## src/rtl/imem_boot_loader.sv

```systemverilog
// Byte-stream loader for the instruction memory: takes a length-prefixed little-endian frame,
// writes the words from BASE_ADDR upward and keeps the core in reset until the program is written.
module imem_boot_loader #(
  parameter logic [31:0] BASE_ADDR = 32'h0000_0000,
  parameter int unsigned ADDR_STEP = 4,
  parameter int unsigned MAX_WORDS = 256
) (
  input  logic        clk,
  input  logic        reset,
  input  logic        s_valid,
  input  logic [7:0]  s_data,
  output logic        s_ready,
  input  logic        reload,
  output logic        wr_en,
  output logic [31:0] wr_addr,
  output logic [31:0] wr_data,
  output logic        core_hold,
  output logic        done,
  output logic        error
);

  localparam int unsigned RW = $clog2(MAX_WORDS + 1);

  typedef enum logic [2:0] {HDR, DATA, WRITE, DONE, ERROR} state_t;

  state_t          state;
  logic [1:0]      byte_idx;
  logic [23:0]     word_buf;
  logic [RW-1:0]   remaining;
  logic [31:0]     assembled;
  logic            xfer;

  assign xfer      = s_valid && s_ready;
  // The 4th byte is used straight from the bus, so only the low three lanes need storage.
  assign assembled = {s_data, word_buf};

  always_ff @(posedge clk or negedge reset) begin
    if (!reset) begin
      state     <= HDR;
      byte_idx  <= 2'd0;
      word_buf  <= 24'd0;
      remaining <= '0;
      s_ready   <= 1'b0;
      wr_en     <= 1'b0;
      wr_addr   <= BASE_ADDR;
      wr_data   <= 32'd0;
      core_hold <= 1'b1;
      done      <= 1'b0;
      error     <= 1'b0;
    end else begin
      wr_en <= 1'b0;
      case (state)
        HDR, DATA: begin
          s_ready <= 1'b1;
          if (xfer) begin
            byte_idx <= byte_idx + 2'd1;
            case (byte_idx)
              2'd0:    word_buf[7:0]   <= s_data;
              2'd1:    word_buf[15:8]  <= s_data;
              2'd2:    word_buf[23:16] <= s_data;
              default: ;
            endcase
            if (byte_idx == 2'd3) begin
              if (state == HDR) begin
                if (assembled == 32'd0) begin
                  state     <= DONE;
                  s_ready   <= 1'b0;
                  core_hold <= 1'b0;
                  done      <= 1'b1;
                end else if (assembled > 32'(MAX_WORDS)) begin
                  state   <= ERROR;
                  s_ready <= 1'b0;
                  error   <= 1'b1;
                end else begin
                  remaining <= assembled[RW-1:0];
                  state     <= DATA;
                end
              end else begin
                wr_data <= assembled;
                wr_en   <= 1'b1;
                s_ready <= 1'b0;
                state   <= WRITE;
              end
            end
          end
        end
        WRITE: begin
          wr_addr   <= wr_addr + 32'(ADDR_STEP);
          remaining <= remaining - RW'(1);
          if (remaining == RW'(1)) begin
            state     <= DONE;
            core_hold <= 1'b0;
            done      <= 1'b1;
          end else begin
            state   <= DATA;
            s_ready <= 1'b1;
          end
        end
        DONE: begin
          if (reload) begin
            state     <= HDR;
            byte_idx  <= 2'd0;
            wr_addr   <= BASE_ADDR;
            core_hold <= 1'b1;
            done      <= 1'b0;
            s_ready   <= 1'b1;
          end
        end
        ERROR: begin
          if (reload) begin
            state    <= HDR;
            byte_idx <= 2'd0;
            wr_addr  <= BASE_ADDR;
            error    <= 1'b0;
            s_ready  <= 1'b1;
          end
        end
        default: state <= HDR;
      endcase
    end
  end

endmodule
```

## config.mk

```make
export PLATFORM = sky130hd
export DESIGN_NAME = imem_boot_loader
export DESIGN_NICKNAME = d
export VERILOG_FILES = /design/src/rtl/imem_boot_loader.sv
export SDC_FILE = /design/constraint.sdc
export NUM_CORES = 1
export LEC_CHECK = 0
export ABC_AREA = 1
export CAP_MARGIN = 5
export CORE_ASPECT_RATIO = 0.9
export CORE_MARGIN = 5
export CORE_UTILIZATION = 45
export CTS_CLUSTER_DIAMETER = 50
export DETAILED_ROUTE_END_ITERATION = 8
export GPL_TIMING_DRIVEN = 0
export PLACE_DENSITY = 0.71
export SYNTH_ARGS = -nofsm -noshare
export SYNTH_HDL_FRONTEND = slang
export SYNTH_SLANG_ARGS = --single-unit
export TNS_END_PERCENT = 50
```

## constraint.sdc

```tcl
create_clock -name clk -period 1.7 [get_ports clk]
set_clock_uncertainty 0.15 [all_clocks]
set_input_delay 0.255 -clock clk [delete_from_list [all_inputs] [get_ports clk]]
set_output_delay 0.255 -clock clk [all_outputs]
set_load 0.005 [all_outputs]
```

==> impl_metrics.tcl <==
set metrics [dict create \
    run_status "finished, violations left" \
    failed_checks "setup timing" \
    grt_pass1_vias 4663 \
    synth_cell_types 41 \
    layout-drive-gt1-share 0.234 \
    finalCritPeriodShare 1.07 \
    clock_tree.root_cell "sky130_fd_sc_hd__clkbuf_16" \
    relative_area_change_from_synthesis_to_final_layout_pct 39.6 \
    fmax_mhz 550 \
    max-vdd-ir-drop_mv 0.940 \
    final_hold_viol_count 0 \
    fp.dieW_um 125 \
    finish.utilization 0.649 \
    timing.max_cap.violations 0 \
    startpoint_type "flop" \
    cts_htree_levels 3 \
    synth_area_leaders "sky130_fd_sc_hd__dfrtp_1 (49%), sky130_fd_sc_hd__nand2_1 (16%), sky130_fd_sc_hd__o21ai_0 (5.2%)" \
    critPathRequiredTime_ns 1.82 \
    power.density_nw_per_um2 1120 \
    synth_edf_count 0 \
    worst_setup_path_end_kind "flop" \
    grt_setup_unrepaired "true" \
    num_vias 5070 \
    leak_pwr_nw 3.91 \
    postPlaceCellArea_um2 6360 \
    top_level_ports 81 \
    cp_delay_by_family_top "simple AND/OR/NAND/NOR gates" \
    setup_ws_ns -0.118 \
    cts_made_buffers 9 \
    layout.area.seq_um2 2640 \
    num-fill-cells 919 \
    port_buffers 78 \
    crit_chain "nor2_1, nand2_2, nor2_4, nand2_2, nor2_2, nand2_2, nand2_4, buf_6, nor2_1, o21bai_1" \
    yosys_warnings 0 \
    cts.clk_slew.worst_paths_ns 0.08 \
    synthDominantCellAreaShare 0.486 \
    grt_first_pass_wirelength_mm 23.0 \
    slowest_stage "sky130_fd_sc_hd__dfrtp_1" \
    final.min_clock_period_ns 1.82 \
    grt_max_degree 72 \
    dp_hpwl_mm 9.88 \
    detail_route.iter0.violations 481 \
    postSynth.asyncResetShare 1.00 \
    postSynthCellCount 691 \
    report.final.slew_viol_count 0 \
    timing.critical_path.mode_cell "sky130_fd_sc_hd__nand2_2" \
    fp.coreArea_um2 11500 \
    synth.ff_latch_count 105 \
    drc 0 \
    finalSetupViolCount 39 \
    drt-wirelength-per-cell_um 15.1 \
    overflow 0 \
    globalplace.congestion 0.887 \
    number_of_iterations_in_the_first_detailed_routing_pass 5 \
    dieHeight_um 114 \
    initial_utilization 0.465 \
    num-nets-final 845 \
    cts.sinks 105 \
    yosysTopAreaCell "sky130_fd_sc_hd__dfrtp_1" \
    cts_tree "done" \
    row_count 37 \
    grt_antenna_before_repair 0 \
    synthesized_area_um2 5360 \
    design.die.area_um2 14200 \
    multi_input_area_um2 2730 \
    final_cell_area_um2 7480 \
    criticalPathCategory "reg -> reg" \
    placed_cells 927 \
    antenna_violating_nets_post_route 0 \
    fin_cells 986 \
    hp-class "in -> async" \
    clock_path_buffers 2 \
    drt_wl_total_mm 14.9 \
    avgViaCountPerCell 5.14 \
    worst_skew_pair.late_latency_ns 0.36 \
    grt_use_total 0.200 \
    critical_path_buf_inv_count 1 \
    cp.arrival_ns 1.94 \
    antenna_cells 0 \
    worstPathMaxFanout 5 \
    synth_top_flop_cell "sky130_fd_sc_hd__dfrtp_1" \
    ys_seq_area_frac 0.491 \
    crit_path_max_incr_delay_ns 0.40 \
    average_footprint_of_a_synthesized_cell_um2 7.76 \
]
==> cells in the final DEF (no fill, tap or decap), types with 12 or more instances in the layout <==
cell type / count
sky130_fd_sc_hd__nand3_1: 33
sky130_fd_sc_hd__nor2_4: 12
sky130_fd_sc_hd__nor2_1: 55
sky130_fd_sc_hd__dlymetal6s2s_1: 16
sky130_fd_sc_hd__a21oi_1: 20
sky130_fd_sc_hd__dfrtp_1: 96
sky130_fd_sc_hd__nand2_2: 19
sky130_fd_sc_hd__o21ai_0: 41
sky130_fd_sc_hd__o21ai_1: 19
sky130_fd_sc_hd__clkdlybuf4s50_1: 50
sky130_fd_sc_hd__nand2_4: 12
sky130_fd_sc_hd__buf_4: 40
sky130_fd_sc_hd__inv_1: 56
sky130_fd_sc_hd__inv_2: 15
sky130_fd_sc_hd__nand2_1: 202
==> power breakdown <==
part / switching [mW] / leakage (nW) / internal, mW / total (mW)
logic: 1.72 / 2.38 / 1.22 / 2.94
registers: 0.449 / 1.39 / 2.95 / 3.40
clock network: 0.993 / 0.142 / 1.03 / 2.02
total: 3.16 / 3.91 / 5.20 / 8.37
==> metrics by stage <==
stage / TNS (ns) / power (mW) / hold WS (ns) / setup slack [ns]
floorplan: 0 / 4.86 / -0.191 / 0.0216
global placement: -410.45 / 5.46 / 0.303 / -3.70
detailed placement: -25.58 / 5.56 / 0.103 / -0.482
CTS: -0.163 / 7.95 / 0.270 / -0.0403
global route: -7.24 / 8.85 / 0.319 / -0.236
finish: -1.57 / 8.37 / 0.244 / -0.118
==> state kept, by name, summed over array words and instances, names as in the netlist <==
signal and count:
byte_idx 2, core_hold 1, done 1, error 1, remaining 9, s_ready 1, state 3, word_buf 24
wr_addr 30, wr_data 32, wr_en 1
==> cell families after synthesis <==
logic type | count (synthesis) | share of synthesized area
adders and majority gates | 7 | 0.0163
and+or+nand+nor | 379 | 0.306
DFF | 105 | 0.491
buffers and inverters | 92 | 0.0740
xor gates and xnor gates | 1 | 0.00163
other | 1 | 0.000700
AOI/OAI and AO/OA | 106 | 0.110
==> area by class of cell <==
cell class | instances | share of cell area
well taps | 156 | 0.0261
inverters | 75 | 0.0403
flip-flops and latches | 105 | 0.353
clock inverters | 6 | 0.00836
repair buffers | 122 | 0.159
clock buffers | 9 | 0.0301
multi-input cells | 496 | 0.365
plain buffers | 17 | 0.0191
==> final timing paths <==
path	from	to	slack, ns	cells past startpoint
hold / removal	reset	remaining[5]$_DFFE_PN0P_	0.24	2
min in group clk	core_hold$_DFFE_PN1P_	core_hold$_DFFE_PN1P_	0.32	2
max in group asynchronous	reset	wr_addr[18]$_DFFE_PN0P_	0.43	3
setup / recovery	word_buf[13]$_DFFE_PN0P_	state[1]$_DFFE_PN0P_	-0.12	10
setup reg to reg	word_buf[13]$_DFFE_PN0P_	state[1]$_DFFE_PN0P_	-0.12	10
hold reg to reg	core_hold$_DFFE_PN1P_	core_hold$_DFFE_PN1P_	0.32	2
==> metal layers <==
metal	up-vias	GRT usage	part of all wire
met5	-	0	0
met4	0	0.0527	0.014
met3	22	0.0487	0.054
met2	153	0.325	0.49
met1	2418	0.272	0.44
li1	2477	-	-
==> synth_stat cells (2+ instances only) <==
cell and number:
sky130_fd_sc_hd__a21oi_1 23, sky130_fd_sc_hd__a31oi_1 2, sky130_fd_sc_hd__buf_2 4, sky130_fd_sc_hd__buf_4 3, sky130_fd_sc_hd__buf_6 4, sky130_fd_sc_hd__clkbuf_1 6, sky130_fd_sc_hd__dfrtp_1 104, sky130_fd_sc_hd__ha_1 7
sky130_fd_sc_hd__inv_1 67, sky130_fd_sc_hd__inv_2 5, sky130_fd_sc_hd__inv_4 2, sky130_fd_sc_hd__nand2_1 224, sky130_fd_sc_hd__nand2_2 5, sky130_fd_sc_hd__nand2_4 5, sky130_fd_sc_hd__nand3_1 43, sky130_fd_sc_hd__nand3_2 3
sky130_fd_sc_hd__nand4_1 7, sky130_fd_sc_hd__nor2_1 70, sky130_fd_sc_hd__nor2_2 8, sky130_fd_sc_hd__nor3_1 8, sky130_fd_sc_hd__o21ai_0 56, sky130_fd_sc_hd__o21ai_1 6, sky130_fd_sc_hd__o21bai_1 11
==> repair_timing <==
action / in CTS / in global routing
gates cloned: 2 / 0
hold buffers: 1 / 0
resized for setup: 83 / 100
endpoints found under the setup margin: 112 / 114
setup buffers: 18 / 23
endpoints found under the hold margin: 33 / 0
pin swaps: 19 / 30
Note: power is estimated with default switching activity, not from simulation.
